==> src/rtl/spi_transformer_master.sv <==
// SPI mode-0 initiator: shifts WORD_W-bit words out MSB first while capturing MISO, optional multi-word CS frames.
// Latency: accept to rx_valid = CLK_DIV*(2*WORD_W+2) cycles; tx_ready returns CLK_DIV cycles after a frame-ending rx_valid.
// Backpressure: tx_ready is high only in IDLE and WAIT_NEXT; words offered while not ready are ignored.
module spi_transformer_master #(
    parameter int CLK_DIV = 4,
    parameter int WORD_W  = 16
) (
    input  logic              clk,
    input  logic              rst_n,
    input  logic              tx_valid,
    output logic              tx_ready,
    input  logic [WORD_W-1:0] tx_data,
    input  logic              tx_last,
    output logic              rx_valid,
    output logic [WORD_W-1:0] rx_data,
    output logic              busy,
    output logic              spi_cs_n,
    output logic              spi_sclk,
    output logic              spi_mosi,
    input  logic              spi_miso
);
    localparam int                EDGE_W    = $clog2(2 * WORD_W);
    localparam logic [7:0]        DIV_LAST  = 8'(CLK_DIV - 1);
    localparam logic [EDGE_W-1:0] EDGE_LAST = EDGE_W'(2 * WORD_W - 1);

    typedef enum logic [2:0] {
        IDLE,
        SETUP,
        SHIFT,
        HOLD,
        WAIT_NEXT,
        GAP
    } state_t;

    state_t              state_q, state_d;
    logic [7:0]          div_cnt_q, div_cnt_d;
    logic [EDGE_W-1:0]   edge_cnt_q, edge_cnt_d;
    logic [WORD_W-1:0]   tx_sr_q, tx_sr_d;
    logic [WORD_W-1:0]   rx_sr_q, rx_sr_d;
    logic [WORD_W-1:0]   rx_data_q, rx_data_d;
    logic                last_q, last_d;
    logic                cs_n_q, cs_n_d;
    logic                sclk_q, sclk_d;
    logic                mosi_q, mosi_d;
    logic                tx_ready_q, tx_ready_d;
    logic                rx_valid_q, rx_valid_d;
    logic                accept;
    logic                div_wrap;

    assign accept   = tx_valid && tx_ready_q;
    assign div_wrap = (div_cnt_q == DIV_LAST);

    always_comb begin
        state_d    = state_q;
        div_cnt_d  = div_cnt_q;
        edge_cnt_d = edge_cnt_q;
        tx_sr_d    = tx_sr_q;
        rx_sr_d    = rx_sr_q;
        rx_data_d  = rx_data_q;
        last_d     = last_q;
        cs_n_d     = cs_n_q;
        sclk_d     = sclk_q;
        mosi_d     = mosi_q;
        rx_valid_d = 1'b0;

        case (state_q)
            IDLE, WAIT_NEXT: begin
                sclk_d = 1'b0;
                if (state_q == IDLE) begin
                    cs_n_d = 1'b1;
                    mosi_d = 1'b0;
                end
                if (accept) begin
                    tx_sr_d    = tx_data;
                    last_d     = tx_last;
                    cs_n_d     = 1'b0;
                    mosi_d     = tx_data[WORD_W-1];
                    rx_sr_d    = '0;
                    div_cnt_d  = '0;
                    edge_cnt_d = '0;
                    state_d    = SETUP;
                end
            end
            SETUP: begin
                if (div_wrap) begin
                    div_cnt_d = '0;
                    state_d   = SHIFT;
                end else begin
                    div_cnt_d = div_cnt_q + 8'd1;
                end
            end
            SHIFT: begin
                if (div_wrap) begin
                    div_cnt_d = '0;
                    sclk_d    = ~sclk_q;
                    if (!sclk_q) begin
                        rx_sr_d = {rx_sr_q[WORD_W-2:0], spi_miso};
                    end else if (edge_cnt_q != EDGE_LAST) begin
                        // Falling edge: present the next bit; the final bit is held through HOLD.
                        tx_sr_d = tx_sr_q << 1;
                        mosi_d  = tx_sr_q[WORD_W-2];
                    end
                    if (edge_cnt_q == EDGE_LAST) begin
                        edge_cnt_d = '0;
                        state_d    = HOLD;
                    end else begin
                        edge_cnt_d = edge_cnt_q + 1'b1;
                    end
                end else begin
                    div_cnt_d = div_cnt_q + 8'd1;
                end
            end
            HOLD: begin
                if (div_wrap) begin
                    div_cnt_d  = '0;
                    rx_data_d  = rx_sr_q;
                    rx_valid_d = 1'b1;
                    if (last_q) begin
                        cs_n_d  = 1'b1;
                        mosi_d  = 1'b0;
                        state_d = GAP;
                    end else begin
                        state_d = WAIT_NEXT;
                    end
                end else begin
                    div_cnt_d = div_cnt_q + 8'd1;
                end
            end
            GAP: begin
                mosi_d = 1'b0;
                if (div_wrap) begin
                    div_cnt_d = '0;
                    state_d   = IDLE;
                end else begin
                    div_cnt_d = div_cnt_q + 8'd1;
                end
            end
            default: begin
                state_d = IDLE;
            end
        endcase

        // Registered so tx_ready stays low while reset is held.
        tx_ready_d = (state_d == IDLE) || (state_d == WAIT_NEXT);
    end

    always_ff @(posedge clk or negedge rst_n) begin
        if (!rst_n) begin
            state_q    <= IDLE;
            div_cnt_q  <= '0;
            edge_cnt_q <= '0;
            tx_sr_q    <= '0;
            rx_sr_q    <= '0;
            rx_data_q  <= '0;
            last_q     <= 1'b0;
            cs_n_q     <= 1'b1;
            sclk_q     <= 1'b0;
            mosi_q     <= 1'b0;
            tx_ready_q <= 1'b0;
            rx_valid_q <= 1'b0;
        end else begin
            state_q    <= state_d;
            div_cnt_q  <= div_cnt_d;
            edge_cnt_q <= edge_cnt_d;
            tx_sr_q    <= tx_sr_d;
            rx_sr_q    <= rx_sr_d;
            rx_data_q  <= rx_data_d;
            last_q     <= last_d;
            cs_n_q     <= cs_n_d;
            sclk_q     <= sclk_d;
            mosi_q     <= mosi_d;
            tx_ready_q <= tx_ready_d;
            rx_valid_q <= rx_valid_d;
        end
    end

    assign tx_ready = tx_ready_q;
    assign rx_valid = rx_valid_q;
    assign rx_data  = rx_data_q;
    assign busy     = (state_q != IDLE);
    assign spi_cs_n = cs_n_q;
    assign spi_sclk = sclk_q;
    assign spi_mosi = mosi_q;
endmodule

==> config.mk <==
export PLATFORM = sky130hd
export DESIGN_NAME = spi_transformer_master
export DESIGN_NICKNAME = d
export VERILOG_FILES = /design/src/rtl/spi_transformer_master.sv
export SDC_FILE = /design/constraint.sdc
export NUM_CORES = 1
export LEC_CHECK = 0
export CAP_MARGIN = 25
export CORE_MARGIN = 1.5
export CORE_UTILIZATION = 55
export CTS_CLUSTER_DIAMETER = 30
export DETAILED_ROUTE_END_ITERATION = 7
export PLACE_DENSITY = 0.8
export SLEW_MARGIN = 20
export SYNTH_ARGS = -nofsm -noshare
export SYNTH_HDL_FRONTEND = slang
export SYNTH_SLANG_ARGS = --single-unit
export TNS_END_PERCENT = 50
==> constraint.sdc <==
create_clock -name clk -period 2.4 [get_ports clk]
set_input_delay 0.24 -clock clk [delete_from_list [all_inputs] [get_ports clk]]
set_output_delay 0.24 -clock clk [all_outputs]
set_load 0.05 [all_outputs]
==> results.sh <==
export IMPL_postSynthCellCount=283
export IMPL_cp_launch_type="register"
export IMPL_clock_tree_htree_level_count=3
export IMPL_reg2reg_to="spi_mosi"
export IMPL_power_uw=4220
export IMPL_worst_setup_path_type="reg2out"
export IMPL_hold_path_depth=3
export IMPL_status="complete, no violations"
export IMPL_drt_pass1_iter_count=4
export IMPL_number_of_antenna_violations_at_the_first_check_in_global_routing=0
export IMPL_dominant_combinational_cell_family_by_area_after_synthesis="simple AND/OR/NAND/NOR gates"
export IMPL_globalRoute_totalOverflow=0
export IMPL_yosys_most_used_dff="sky130_fd_sc_hd__dfrtp_1"
export IMPL_report_final_setup_viol=0
export IMPL_min_to="last_q"
export IMPL_total_number_of_vias=2350
export IMPL_synth_mux_area_fraction_pct=11.7
export IMPL_power_ir_vdd_worst_mv=0.845
export IMPL_clk_pin_slew_ns=0.08
export IMPL_timing_worst_slew_pin_value_ns=0.867
export IMPL_cp_end_kind="output pin"
export IMPL_crit_path_top_delay_cell="sky130_fd_sc_hd__clkdlybuf4s50_1"
export IMPL_final_common_cell="sky130_fd_sc_hd__dfrtp_1"
export IMPL_synthTopCellsByArea="sky130_fd_sc_hd__dfrtp_1 52%, sky130_fd_sc_hd__mux2_2 9.0%, sky130_fd_sc_hd__nand2_1 6.7%"
export IMPL_worstPathCellList="nor2_1, nand2_1, clkdlybuf4s50_1"
export IMPL_die_height_um=79.8
export IMPL_final_seq_area_um2=1730
export IMPL_synth_async_reset_ratio_pct=100
export IMPL_skew_final_ns=0.00945
export IMPL_cp_num_buf_inv=1
export IMPL_crit_family="buffers and inverters"
export IMPL_worst_hold_path_type="in2reg"
export IMPL_finalMaxSlewViolations=0
export IMPL_grt_first_pass_wirelength_um=10700
export IMPL_cpPeakStageDelay_ns=0.81
export IMPL_timing_setup_tns_ns=0
export IMPL_area_growth_from_synthesis_to_final_layout_pct=22.6
export IMPL_routability_congestion_estimate=0.833
export IMPL_leakage_uw=0.00184
export IMPL_timing_final_hold_violations=0
export IMPL_synth_seq_area_share_pct=53.3
export IMPL_quantity_of_i_o_buffers_inserted_on_ports=42
export IMPL_netlist_area_um2=3240
export IMPL_synth_ff_latch_count=69
export IMPL_synth_fp_nets=307
export IMPL_cts_buffer_count=9
export IMPL_cts_tree="built"
export IMPL_final_layout_size_suffix_gt1_share_pct=21.7
export IMPL_grtUsageTotal_pct=22.2
export IMPL_n_antenna_cell=0
export IMPL_vias_per_cell=5.76
export IMPL_clock_latency_ns=0.35
export IMPL_detail_route_iter0_violations=137
export IMPL_synth_top_cell_area_share_pct=52.5
export IMPL_cp_num_cells=3
export IMPL_layout_setup_ws_ns=0.109
export IMPL_worst_ep_arrival_time_ns=2.05
export IMPL_max_slew_margin_pct=42.2
export IMPL_period_minus_slack_ns=2.29
export IMPL_drtAntennaViolNets=0
export IMPL_finish_net_count=355
export IMPL_number_of_remaining_drc_errors=0
export IMPL_synth_simple_gate_area_share_pct=16.9
export IMPL_period_share_pct=95.5
export IMPL_hpwl_um=4210
export IMPL_initial_cell_density_of_the_core_pct=57.8
export IMPL_r2r_setup_slack_ns=0.20
export IMPL_wl_per_cell_um=15.8
export IMPL_max_freq_mhz=436
export IMPL_worst_path_max_fanout=13
export IMPL_maximum_number_of_pins_on_one_net_before_global_route_repair=44
export IMPL_synthDominantAreaCellType="sky130_fd_sc_hd__dfrtp_1"
export IMPL_yosys_area_share_xor_xnor_pct=0.540
export IMPL_regToRegStartpoint="edge_cnt_q[0]"
export IMPL_synth_compound_gate_area_share_pct=13.3
export IMPL_worst_r2r_cell_count=7
export IMPL_numClockSinks=69
export IMPL_io_pins=43
export IMPL_crit_required_ns=2.16
export IMPL_maxCapViolations=0
export IMPL_site_rows=27
export IMPL_core_area_um2=5610
export IMPL_cts_root_buf="sky130_fd_sc_hd__clkbuf_8"
export IMPL_synth_edf_count=0
export IMPL_floorplan_die_area_um2=6370
export IMPL_mostFrequentLayoutCells="68 x sky130_fd_sc_hd__dfrtp_1, 58 x sky130_fd_sc_hd__nand2_1, 41 x sky130_fd_sc_hd__clkdlybuf4s50_1, 26 x sky130_fd_sc_hd__mux2_2"
export IMPL_synth_distinct_cells=53
export IMPL_yosysWarningCount=0
export IMPL_grt_setup_unrepaired="false"
export IMPL_utilization_of_the_core_after_routing_pct=70.9
export IMPL_synth_adder_area_share_pct=1.16
export IMPL_post_synth_cell_area_avg_um2=11.5
export IMPL_routed_wirelength_um=6450
export IMPL_ctsLongestPathBuffers=2
export IMPL_grt_pass1_vias=2269
export IMPL_fillerInstances=398
export IMPL_pre_cts_slack_ns=0.186
export IMPL_chipWidth_um=79.8
export IMPL_power_density_nw_per_um2=1060
export IMPL_multi_input_gate_area_um2=1420
export IMPL_holdCritStartpoint="tx_last"
-- kinds of logic (layout without fill, tap and decap cells) --
family	Yosys count	after routing
buffers and inverters	16	69
XOR/XNOR	2	2
AO/OA/AOI/OAI	55	55
multiplexers	34	34
flip-flops	69	69
adder cells (fa/ha/maj)	3	3
AND/OR/NAND/NOR	104	104
-- tightest hold or removal path: stages --
cell                              delay (ns)
sky130_fd_sc_hd__clkdlybuf4s50_1        0.41
sky130_fd_sc_hd__nand2_1                0.06
sky130_fd_sc_hd__nand2_1                0.04
-- stage by stage --
stage | instance area [um^2] | hold slack, ns | cells
6_report | 3980 | 0.438 | 408
5_1_grt | 3980 | 0.470 | 408
4_1_cts | 3970 | 0.437 | 408
2_1_floorplan | 3240 | -0.0556 | 283
3_5_place_dp | 3750 | 0.302 | 391
3_3_place_gp | 3750 | 0.286 | 391
-- layout make-up --
cell class              instances  area share (%)
inverters                       3           0.283
clock inverters                 5            1.48
repair buffers                 50            13.0
flip-flops and latches         69            43.4
well taps                      72            2.26
clock buffers                  11            3.81
multi-input cells             198            35.8
-- state kept, by name, summed over array words and instances (netlist names), 3 cells and up --
register,flops
div_cnt_q,8
edge_cnt_q,5
rx_sr_q,16
rx_data,16
state_q,3
tx_sr_q,15
-- metal layers --
layer	GRT usage, %	up-vias	share of wire [%]
li1	-	1107	-
met1	29.9	1166	46
met2	33.8	66	48
met3	4.80	11	4.6
met4	11.4	0	1.4
met5	0	-	0
-- synthesized netlist by cell type, types with 2 or more instances --
library cell               count
sky130_fd_sc_hd__dfrtp_1      68
sky130_fd_sc_hd__nand2_1      58
sky130_fd_sc_hd__mux2_2       26
sky130_fd_sc_hd__a22o_1       12
sky130_fd_sc_hd__o21ai_0      12
sky130_fd_sc_hd__nand3_1      10
sky130_fd_sc_hd__a22o_2        7
sky130_fd_sc_hd__mux2_1        6
sky130_fd_sc_hd__nor2_1        6
sky130_fd_sc_hd__nor2b_1       6
sky130_fd_sc_hd__a21oi_1       4
sky130_fd_sc_hd__a31oi_1       4
sky130_fd_sc_hd__buf_2         4
sky130_fd_sc_hd__buf_6         4
sky130_fd_sc_hd__nand2b_1      4
sky130_fd_sc_hd__and3_1        3
sky130_fd_sc_hd__clkbuf_1      3
sky130_fd_sc_hd__ha_1          3
sky130_fd_sc_hd__inv_1         3
sky130_fd_sc_hd__a221oi_1      2
sky130_fd_sc_hd__a31o_2        2
sky130_fd_sc_hd__a41oi_1       2
sky130_fd_sc_hd__mux2i_1       2
sky130_fd_sc_hd__nand3b_1      2
sky130_fd_sc_hd__nor3_1        2
-- how the worst max path moves through the flow --
stage,startpoint,to
after floorplan,edge_cnt_q[0],tx_sr_q[10]
after global placement,edge_cnt_q[0],spi_mosi
after detailed placement,edge_cnt_q[0],spi_mosi
after CTS,state_q[0],busy
after global routing,state_q[0],busy
final,state_q[0],busy
-- timing repair --
item	CTS	global route
gates resized for setup	0	1
endpoints found under the setup margin	0	1
hold buffers	1	0
setup buffers	0	0
endpoints found under the hold margin	26	0
-- where the power goes --
group / internal [uW] / total (uW) / switching (uW)
Combinational: 665 / 1560 / 900
Sequential: 1430 / 1680 / 248
Clock: 536 / 982 / 446
Total: 2630 / 4220 / 1590
(Power assumes the default switching activity.)
